--- src/rtl/adc_axis_packer.sv ---
// Two-channel ADC capture packer: frames a software-armed run of sample pairs into a
// 32-bit AXI-Stream, buffered by a small FIFO and a registered output stage.
module adc_axis_packer #(
    parameter int ZMOD_DATA_SIZE = 14,
    parameter int AXIS_DATA_SIZE = 32,
    parameter int FIFO_DEPTH     = 16,
    parameter int LEN_WIDTH      = 16
) (
    input  logic                      i_sys_clock,
    input  logic                      i_nReset,
    input  logic [ZMOD_DATA_SIZE-1:0] i_adc_ch1,
    input  logic [ZMOD_DATA_SIZE-1:0] i_adc_ch2,
    input  logic                      i_adc_valid,
    input  logic                      i_start,
    input  logic [LEN_WIDTH-1:0]      i_frame_len,
    output logic [AXIS_DATA_SIZE-1:0] o_data,
    output logic                      o_data_valid,
    input  logic                      i_data_ready,
    output logic                      o_data_last,
    output logic                      o_busy,
    output logic                      o_done,
    output logic                      o_overflow,
    output logic [1:0]                o_fsm_state
);

    localparam int LANE = AXIS_DATA_SIZE / 2;
    localparam int PAD  = LANE - ZMOD_DATA_SIZE;
    localparam int PW   = $clog2(FIFO_DEPTH);
    localparam int CW   = PW + 1;
    localparam int EW   = AXIS_DATA_SIZE + 1;
    localparam logic [CW-1:0] FULL_COUNT = CW'(FIFO_DEPTH);

    // Output stream handshake: a word transfers on a clock edge where o_data_valid and
    // i_data_ready are both high; while valid is high and ready low, o_data/o_data_last
    // hold, and valid only drops after a transfer.

    typedef enum logic [1:0] {
        ST_IDLE    = 2'd0,
        ST_CAPTURE = 2'd1,
        ST_DRAIN   = 2'd2
    } state_t;

    state_t state, state_next;

    logic [LEN_WIDTH-1:0]      remaining;
    logic [AXIS_DATA_SIZE-1:0] packed_word;
    logic [EW-1:0]             fifo_mem [FIFO_DEPTH];
    logic [PW-1:0]             wr_ptr;
    logic [PW-1:0]             rd_ptr;
    logic [CW-1:0]             fifo_count;
    logic                      fifo_full;
    logic                      fifo_empty;
    logic                      start_accept;
    logic                      write_attempt;
    logic                      fifo_wr;
    logic                      fifo_rd;
    logic                      write_last;
    logic                      out_handshake;
    logic                      last_handshake;
    logic                      overflow_q;
    logic                      done_q;
    logic [AXIS_DATA_SIZE-1:0] out_data;
    logic                      out_valid;
    logic                      out_last;

    // Samples sit in the top bits of each 16-bit lane; the low pad bits stay zero.
    assign packed_word = (AXIS_DATA_SIZE'(i_adc_ch1) << (LANE + PAD))
                       | (AXIS_DATA_SIZE'(i_adc_ch2) << PAD);

    assign fifo_full      = (fifo_count == FULL_COUNT);
    assign fifo_empty     = (fifo_count == '0);
    assign start_accept   = (state == ST_IDLE) && i_start && (i_frame_len != '0);
    assign write_attempt  = (state == ST_CAPTURE) && i_adc_valid;
    assign fifo_wr        = write_attempt && !fifo_full;
    assign write_last     = fifo_wr && (remaining == LEN_WIDTH'(1));
    assign out_handshake  = out_valid && i_data_ready;
    assign last_handshake = out_handshake && out_last;
    assign fifo_rd        = !fifo_empty && (!out_valid || i_data_ready);

    always_ff @(posedge i_sys_clock or negedge i_nReset) begin
        if (!i_nReset) begin
            state <= ST_IDLE;
        end else begin
            state <= state_next;
        end
    end

    always_comb begin
        state_next = state;
        case (state)
            ST_IDLE: begin
                if (start_accept) begin
                    state_next = ST_CAPTURE;
                end
            end
            ST_CAPTURE: begin
                if (write_last) begin
                    state_next = ST_DRAIN;
                end
            end
            ST_DRAIN: begin
                // The tlast word is the last one written, so its transfer empties the path.
                if (last_handshake) begin
                    state_next = ST_IDLE;
                end
            end
            default: state_next = ST_IDLE;
        endcase
    end

    always_comb begin
        o_busy      = (state != ST_IDLE);
        o_fsm_state = state;
    end

    always_ff @(posedge i_sys_clock or negedge i_nReset) begin
        if (!i_nReset) begin
            remaining  <= '0;
            overflow_q <= 1'b0;
            done_q     <= 1'b0;
        end else begin
            done_q <= (state == ST_DRAIN) && last_handshake;
            if (start_accept) begin
                remaining  <= i_frame_len;
                overflow_q <= 1'b0;
            end else if (fifo_wr) begin
                remaining <= remaining - LEN_WIDTH'(1);
            end else if (write_attempt) begin
                overflow_q <= 1'b1;
            end
        end
    end

    always_ff @(posedge i_sys_clock) begin
        if (fifo_wr) begin
            fifo_mem[wr_ptr] <= {write_last, packed_word};
        end
    end

    always_ff @(posedge i_sys_clock or negedge i_nReset) begin
        if (!i_nReset) begin
            wr_ptr     <= '0;
            rd_ptr     <= '0;
            fifo_count <= '0;
        end else begin
            if (fifo_wr) begin
                wr_ptr <= wr_ptr + PW'(1);
            end
            if (fifo_rd) begin
                rd_ptr <= rd_ptr + PW'(1);
            end
            case ({fifo_wr, fifo_rd})
                2'b10:   fifo_count <= fifo_count + CW'(1);
                2'b01:   fifo_count <= fifo_count - CW'(1);
                default: fifo_count <= fifo_count;
            endcase
        end
    end

    always_ff @(posedge i_sys_clock or negedge i_nReset) begin
        if (!i_nReset) begin
            out_valid <= 1'b0;
            out_data  <= '0;
            out_last  <= 1'b0;
        end else if (fifo_rd) begin
            out_valid <= 1'b1;
            out_last  <= fifo_mem[rd_ptr][EW-1];
            out_data  <= fifo_mem[rd_ptr][AXIS_DATA_SIZE-1:0];
        end else if (out_handshake) begin
            out_valid <= 1'b0;
            out_last  <= 1'b0;
        end
    end

    assign o_data       = out_data;
    assign o_data_valid = out_valid;
    assign o_data_last  = out_last;
    assign o_done       = done_q;
    assign o_overflow   = overflow_q;

endmodule

--- config.mk ---
export PLATFORM = sky130hd
export DESIGN_NAME = adc_axis_packer
export DESIGN_NICKNAME = d
export VERILOG_FILES = /design/src/rtl/adc_axis_packer.sv
export SDC_FILE = /design/constraint.sdc
export NUM_CORES = 1
export LEC_CHECK = 0
export BUFFER_PORTS_ARGS = -buffer_cell sky130_fd_sc_hd__buf_2
export CORE_ASPECT_RATIO = 0.7
export CORE_UTILIZATION = 49
export CTS_CLUSTER_DIAMETER = 40
export DETAILED_ROUTE_END_ITERATION = 12
export GPL_ROUTABILITY_DRIVEN = 0
export PLACE_DENSITY = 0.75
export SYNTH_ARGS = -nofsm -noshare
export SYNTH_HDL_FRONTEND = slang
export SYNTH_SLANG_ARGS = --single-unit
--- constraint.sdc ---
create_clock -name i_sys_clock -period 7.1 [get_ports i_sys_clock]
set_input_delay 1.42 -clock i_sys_clock [delete_from_list [all_inputs] [get_ports i_sys_clock]]
set_output_delay 1.42 -clock i_sys_clock [all_outputs]
set_load 0.1 [all_outputs]
Yosys cells after proc, flatten, opt, wreduce, memory -nomap -nowiden --
Memories as Yosys holds them, arrays and structs flattened. Index checks and enable logic that the tools add are counted.
Storage, ports and cells: bits of input ports 49, memories kept 1, memory bits (writable) 528, output and inout bits 39, word-level logic and storage cells 65, bits in registers 67
Cells by class: equal/unequal tests 10, reduce and logical (&&, ||, !) cells 23, muxes and demuxes 15, bitwise logic cells 1, add/sub/neg operators 5
Memories:
- fifo_mem | depth 16, width 33, read ports 1, clocked after memory_dff 0, write ports 1, RTL line 47 | logic [EW-1:0] fifo_mem [FIFO_DEPTH];
Operators by type and width (count):
- 2-to-1 mux 16 bit | 2
- bitwise OR 32 x 16 -> 32 bit | 1
- == test 16 x 1 -> 1 bit, second input constant | 1
- nonzero test 16 bit | 1
- subtractor 16 x 1 -> 16 bit, second input constant | 1
- one-hot mux 5 bit (2 select lines) | 1
- nonzero test 2 bit | 5
- logical AND 1 bit | 9
- adder 4 x 1 -> 4 bit, second input constant | 2
- 2-to-1 mux 1 bit | 8
- inequality test 2 bit, second input constant | 4
- 2-to-1 mux 2 bit | 3
- one-hot mux 2 bit (3 select lines) | 1
- adder 5 x 1 -> 5 bit, second input constant | 1
- == test 5 bit, second input constant | 1
- zero test 5 bit | 1
- subtractor 5 x 1 -> 5 bit, second input constant | 1
- == test 2 x 1 -> 1 bit, second input constant | 2
- == test 2 bit, second input constant | 2
- zero test 1 bit | 3
- AND reduction 3 bit | 1
- zero test 2 bit | 1
- AND reduction 2 bit | 1
- logical OR 1 bit | 1

Depth between registers and ports, before layout --
Gate-level depths: netlist (run 1).
depth after elaboration 6, depth in mapped cells 14, mapped depth without buffers 12

Least setup slack after synthesis (run 1) --
Ideal clock, no wire load.
path type input -> register, from in i_adc_valid, to mem fifo_mem[3][10] (netlist bit) (enable), arrival 4.246 ns, library setup time 0.451 ns, stages 5, required time 6.649 ns, path buffers 1, setup slack 2.402 ns, cells stage by stage nand3b_1 > a21oi_2 > clkbuf_1 > nand2_1 > nor3_1
On the way: cells in the longest elaborated chain, start to end 4
RTL lines:
- start: declaration | RTL line 13 | input logic i_adc_valid,
- logical AND 1 bit | RTL line 73 | assign write_attempt = (state == ST_CAPTURE) && i_adc_valid;
- logical AND 1 bit | RTL line 74 | assign fifo_wr = write_attempt && !fifo_full;
- 2-to-1 mux 1 bit | RTL line 135 | if (fifo_wr) begin
- 2-to-1 mux 1 bit (not written as such) | RTL line 136 | fifo_mem[wr_ptr] <= {write_last, packed_word};
- end: declaration | RTL line 47
Every way passes these cells.

Worst setup path in the final report (run 1) --
from reg fifo_count[2], to reg fifo_count[4]
On the way: cells in the longest elaborated chain, start to end 5, elaborated cells between the ends (all ways) 12, those cells by class 2 x add/sub; 3 x eq/ne; 1 x mux; 6 x reduce/logical
RTL lines:
- start: declaration | RTL line 50 | logic [CW-1:0] fifo_count;
- start signal: assignment | RTL line 153 | 2'b10: fifo_count <= fifo_count + CW'(1);
- start signal: assignment | RTL line 154 | 2'b01: fifo_count <= fifo_count - CW'(1);
- start signal: assignment | RTL line 155 | default: fifo_count <= fifo_count;
- zero test 5 bit * | RTL line 71 | assign fifo_empty = (fifo_count == '0);
- zero test 1 bit * | RTL line 78 | assign fifo_rd = !fifo_empty && (!out_valid || i_data_ready);
- logical AND 1 bit * | RTL line 78
- via fifo_rd | RTL line 56 | logic fifo_rd;
- == test 2 x 1 -> 1 bit / == test 2 bit (equally long branches) | RTL line 152 | case ({fifo_wr, fifo_rd})
- one-hot mux 5 bit (2 select lines) / nonzero test 2 bit (equally long branches)
The timed path passes the listed nets; every way through them passes the cells marked *. A chain may end at the register's enable or synchronous reset.

==> summary.md, run 1 <==
| Metric | Value |
|---|---|
| Outcome | `finished clean` |
| Top post-synthesis cells by area | `edfxtp_1 (68%), mux4_2 (13%), dfrtp_1 (7.7%)` |
| Synth warn | `0` |
| ANT nets after route | `0` |
| Leading area contributor after synthesis | `edfxtp_1` |
| Sum Neg Setup Slack | `0 ns` |
| Mapped Cells | `1003` |
| Core Area | `41100 um2` |
| DIE AREA | `42700 um2` |
| CP Cell Sequence | `nor4_4, nor2b_1, nand2b_2, inv_1, ha_1, xor2_1, ha_1, o21a_1, o21ai_0, nand3b_1, a21oi_1, xor2_1` |
| Layout cells sized above 1 | `roughly 28%` |
| Die Y | `between 150 and 200 um` |
| # fillers | `between 2000 and 3000` |
| Critical path's largest stage delay | `between 0.7 and 0.8 ns` |
| First drt pass iteration count | `5` |
| Num rows | `62` |
| Crit start category | `flop` |
| CTS Buffer Depth | `3` |
| Clock skew | `approximately 0.017 ns` |
| Most numerous cell in the Yosys netlist | `edfxtp_1` |
| Max Slew Vio Count | `0` |
| Worst-Margin Slew | `1.29 ns` |
| Leakage | `approximately 0.0079 uW` |
| Max-cap violations | `0` |
| Fin area | `23300 um2` |
| Area Growth Syn to Fin | `13.8%` |
| CTS Sinks | `between 500 and 600` |
| Initial antenna violation count | `0` |
| Period utilization | `55.7%` |
| Nets@finish | `between 1000 and 1500` |
| Worst Setup End Kind | `flop` |
| Cell area after synthesis | `about 20000 um2` |
| Routed len/inst | `between 20 and 25 um` |
| Vias/cell | `5.92` |
| Pwr dens | `between 400 and 500 nW/um2` |
| Relative slew slack | `14.1%` |
| Yosys cell types | `53` |
| Vias in the first global route | `slightly above 10000` |
| Fin crit period | `3.95 ns` |
| Max Clk Rate | `roughly 250 MHz` |
| Post-synth top area share | `about 70%` |
| Ant diodes | `0` |
| Buf+Inv Stages, Crit Path | `1` |
| TritonCTS buffer count | `52` |
| Clock transition at the registers of the reported paths | `0.06 ns` |
| Vias | `~10000` |
| CTS tree | `done` |
| Total wire length | `approximately 42 mm` |
| IO buf count | `83` |
| Fin. Hold Viols | `0` |
| Die Wd | `246 um` |
| Overall power | `~10000 uW` |
| Initial drt markers | `between 800 and 900` |
| RSZ-0062 raised after global routing | `no` |
| Commonest cells post-synth | `edfxtp_1 (464), mux4_2 (114), dfrtp_1 (63)` |
| Crit-path slowest cell | `nand2b_2` |
| Worst path top cell family by delay | `simple AND/OR/NAND/NOR gates` |
| CP Data Required Time | `7.60 ns` |
| # hold bufs at CTS | `0` |
| Syn_area_per_cell | `20.4 um2` |
| Setup Viol. Count Final | `0` |
| H-tree Lvls | `2` |
| # DRC | `0` |
| Root Buffer | `clkbuf_16` |
| Fraction of registers with async set or reset after synthesis | `between 10% and 20%` |
| Synthesis-stage register bit count | `~530` |
| DPL Wire Length | `around 23 mm` |
| Worst Hold Class | `reg2reg` |
| Largest net degree at the start of global routing | `74` |
| EDFF count, synth | `between 400 and 500` |
| Placed cell area | `21600 um2` |
| Crit Path Class | `reg2reg` |
| Post-CTS setup buffer count | `0` |
| Synth Flop Type | `edfxtp_1` |
| Crit path DAT | `~4.5 ns` |
| GRT Total Usage | `20.3%` |
| Overflow after GRT | `0` |
| Sequential fraction of the synthesis area | `75.7%` |
| First-pass GRT wire length | `around 64 mm` |
| CP Max Fanout | `31` |
| Initial Util | `between 40% and 50%` |
| Number of gates resized after cts | `0` |
| I/O pin total | `88` |
| Worst vdd ir | `around 0.33 mV` |
| Clk Latency, worst-skew pair | `a little under 0.6 ns` |
==> path summary, 6_finish.rpt <==
| check | slack (ns) | startpoint | cells after the start | end |
|---|---|---|---|---|
| worst max-delay path | 3.15 | fifo_count[2] | 12 | fifo_count[4] |
| worst min-delay path | 0.49 | o_data[10] | 2 | o_data[10] |
| worst max register to register | 3.15 | fifo_count[2] | 12 | fifo_count[4] |
| worst min register to register | 0.49 | o_data[10] | 2 | o_data[10] |
| max in group asynchronous | 5.41 | i_nReset | 1 | rd_ptr[0] |
| min in group asynchronous | 1.00 | i_nReset | 1 | o_data[28] |
==> placed cells by master, fill, tap and decap left out, types with 10 or more instances in the layout <==
cell type,instances
o21ai_0,15
mux2i_1,60
edfxtp_1,464
dfrtp_1,61
ha_1,11
mux4_2,114
o221ai_1,28
nor2_4,12
buf_2,82
clkbuf_16,54
xnor2_1,10
nor2_1,11
nand2_1,56
==> logic make-up (layout without fill, tap and decap cells) <==
logic type	Yosys count	in the layout	synth area share [%]
adders and majority gates	11	11	0.671
xor gates and xnor gates	17	17	0.726
other	1	4	0.0183
and+or+nand+nor	129	129	3.07
muxes	175	175	15.5
AOI/OAI and AO/OA	78	78	2.95
buffers and inverters	65	200	1.40
DFF	527	527	75.7
==> state kept, by name, indices dropped and copies added (netlist names) <==
name and flops:
fifo_mem 464, o_done 1, o_overflow 1, wr_ptr 4, remaining 16, o_data 28
o_data_valid 1, o_data_last 1, fifo_count 5, rd_ptr 4, o_fsm_state 2
==> layer usage <==
metal	global-route usage (%)	wire length, um
met1	29.9	18400
met4	5.38	738
met3	4.52	3320
met2	30.9	19600
met5	0	0
==> tightest hold or removal path: stages (launching register included) <==
cell	delay, ns
dfrtp_1	0.34
nand2_1	0.05
o221ai_1	0.06
==> through the flow <==
step | std cells | setup slack (ns) | hold slack, ns | util [%]
after floorplan | 1006 | 2.40 | 0.467 | -
after detailed placement | 1588 | 2.71 | 0.476 | 52.5
after global placement | 1588 | 2.85 | 0.470 | 52.5
after global routing | 1685 | 2.91 | 0.502 | 56.7
after CTS | 1685 | 3.18 | 0.494 | 56.7
final | 1685 | 3.15 | 0.492 | 56.7
==> where the power goes <==
group          internal (uW)  switching [uW]  total (uW)
combinational           1110            1870        2980
sequential              3810             383        4190
clock                   1620            1170        2790
==> area by class of cell <==
class	instances	area, um2	share of cell area (%)
well taps	544	681	2.92
multi-input cells	414	4830	20.7
clock buffers	65	1420	6.10
repair buffers	92	498	2.13
clock inverters	32	339	1.45
flip-flops and latches	527	15500	66.5
inverters	11	42.5	0.182
Power figures use the tool's default switching activity.
==> inputs of run 2 (changes only) <==
==> constraint.sdc (replaced) <==
create_clock -name i_sys_clock -period 4 [get_ports i_sys_clock]
set_input_delay 0.8 -clock i_sys_clock [delete_from_list [all_inputs] [get_ports i_sys_clock]]
set_output_delay 0.8 -clock i_sys_clock [all_outputs]
set_load 0.1 [all_outputs]
==> summary.md, run 2 (synthesized netlist as in run 1, its figures left out) <==
| Metric | Value |
|---|---|
| CTS Sinks | `approximately 530` |
| Routed len/inst | `~25 um` |
| Total wire length | `approximately 43 mm` |
| Worst path depth | `12` |
| Most frequent cells in the layout | `edfxtp_1 (464), mux4_2 (114), buf_2 (82)` |
| Hold Slack | `between 0.3 and 0.4 ns` |
| First drt pass iteration count | `5` |
| GR peak layer | `met2` |
| Die Y | `173 um` |
| Internal Pwr Total | `about 12000 uW` |
| Largest net degree at the start of global routing | `between 60 and 70` |
| Core Area | `between 40000 and 50000 um2` |
| Sum Neg Setup Slack | `0 ns` |
| M1 GR Usage | `31.0%` |
| Leakage | `0.00794 uW` |
| Root Buffer | `clkbuf_16` |
| Pwr dens | `roughly 760 nW/um2` |
| Most common cell after layout, fill and taps aside | `edfxtp_1` |
| Biggest register | `fifo_mem` |
| Initial Util | `about 50%` |
| Overflow after GRT | `0` |
| Met2 GRT Util | `between 30% and 40%` |
| DIE AREA | `~43000 um2` |
| Max reg flops | `464` |
| Relative slew slack | `between 20% and 30%` |
| CP Cell Sequence | `nor4_4, nor2b_1, nand2b_2, inv_1, ha_1, xor2_1, ha_1, o21a_1, o21ai_0, nand3b_1, a21oi_1, xor2_1` |
| Clk Latency, worst-skew pair | `0.57 ns` |
| RSZ-0062 raised after global routing | `no` |
| Vias/cell | `between 5 and 6` |
| CTS Buffer Depth | `3` |
| ANT nets after route | `0` |
| Worst vdd ir | `between 0.7 and 0.8 mV` |
| Max Slew Vio Count | `0` |
| CTS tree | `done` |
| Crit start category | `flop` |
| Num rows | `62` |
| Post-CTS setup buffer count | `0` |
| Initial antenna violation count | `0` |
| Outcome | `finished clean` |
| Initial drt markers | `approximately 1000` |
| Worst Setup SP | `fifo_count[2]` |
| Max Clk Rate | `about 330 MHz` |
| Reg-to-Reg Start | `fifo_count[2]` |
| Worst Hold Class | `in2async` |
| GRT Total Usage | `a little over a fifth` |
| Clock skew | `roughly 0.015 ns` |
| Period utilization | `between 70% and 80%` |
| Crit path capture | `fifo_count[4]` |
| First-pass GRT wire length | `65.6 mm` |
| Fin crit period | `~3 ns` |
| Buf+Inv Stages, Crit Path | `1` |
| Vias | `slightly above 10000` |
| Combinational Power Share | `31.4%` |
| Fin. Hold Viols | `0` |
| H-tree Lvls | `2` |
| Max-cap violations | `0` |
| I/O pin total | `between 80 and 90` |
| Critical path's largest stage delay | `0.48 ns` |
| CP Data Required Time | `around 4.5 ns` |
| Layout cells sized above 1 | `between 20% and 30%` |
| Ant diodes | `0` |
| Reg2Reg Depth | `12` |
| NetSw | `6050 uW` |
| DPL Wire Length | `24.9 mm` |
| # DRC | `0` |
| Worst-Margin Slew | `roughly 1.1 ns` |
| Crit path DAT | `3.57 ns` |
| Net Sw Frac | `about a third` |
| Vias in the first global route | `around 10000` |
| Clock power frac | `27.3%` |
| CP Max Fanout | `7` |
| Grt met3 use | `4.04%` |
| Clock transition at the registers of the reported paths | `around 0.06 ns` |
| Overall power | `approximately 18000 uW` |
| R2R Setup Slk | `between 0.9 and 1 ns` |
| IO buf count | `83` |
| Multi-input gate area | `a little under 5000 um2` |
| Die Wd | `around 250 um` |
| Reg area | `roughly 16000 um2` |
| Number of gates resized after cts | `0` |
| Worst path top cell family by delay | `simple AND/OR/NAND/NOR gates` |
| RR Endpoint | `fifo_count[4]` |
| Crit-path slowest cell | `dfrtp_1` |
| # hold bufs at CTS | `0` |
| Nets@finish | `around 1200` |
| Sequential power share | `a little over 40%` |
| # fillers | `roughly 3000` |
| TritonCTS buffer count | `50` |
| Setup Viol. Count Final | `0` |
| Worst Setup End Kind | `flop` |
| Area Growth Syn to Fin | `14.3%` |
| Crit Path Class | `reg2reg` |
==> run 2: stage by stage <==
| step | setup slack, ns | std cells | instance area [um2] | utilization [%] |
|---|---|---|---|---|
| detailed placement | 0.779 | 1602 | 21700 | 52.9 |
| floorplan | 0.445 | 1006 | 20500 | - |
| global placement | 0.870 | 1602 | 21700 | 52.9 |
| global route | 0.646 | 1696 | 23400 | 57.0 |
| finish | 0.923 | 1696 | 23400 | 57.0 |
| CTS | 0.919 | 1696 | 23400 | 57.0 |
==> run 2: worst reg2reg max path, delay by kind of cell (launching register included) <==
kind                       cells  cell delay (ns)
buffers and inverters          1             0.13
adders and majority gates      2             0.56
AOI/OAI and AO/OA              3             0.54
and+or+nand+nor                4             0.93
DFF                            1             0.48
xor gates and xnor gates       2             0.35
==> run 2: power groups by stage <==
stage	combinational, uW	sequential [uW]	clock [uW]
detailed placement	5600	7430	0
CTS	5620	7320	4910
global placement	5510	7400	0
global route	5900	7400	5130
floorplan	3250	8230	0
finish	5550	7320	4820
==> run 2: per-layer routing <==
| layer | vias to the layer above | wire length [um] |
|---|---|---|
| met5 | - | 0 |
| met4 | 0 | 818 |
| met3 | 65 | 3090 |
| met2 | 402 | 20100 |
| met1 | 5277 | 19000 |
| li1 | 4340 | - |
==> run 2: worst min path at each step <==
stage | start | endpoint | slack [ns] | cells after the start
2_1_floorplan | rd_ptr[3] | rd_ptr[3] | 0.47 | 1
3_3_place_gp | o_data[3] | o_data[3] | 0.46 | 2
3_5_place_dp | o_data[12] | o_data[12] | 0.47 | 2
4_1_cts | i_nReset | remaining[13] | 0.42 | 1
5_1_grt | i_nReset | remaining[8] | 0.46 | 1
6_report | i_nReset | remaining[4] | 0.39 | 1
==> run 2: final cells by class <==
cell class                      count  area share [%]
Inverter                           11           0.182
Timing Repair Buffer              106            2.79
Clock inverter                     14           0.887
Sequential cell                   527            66.2
Multi-Input combinational cell    414            20.7
Tap cell                          544            2.91
Clock buffer                       80            6.27
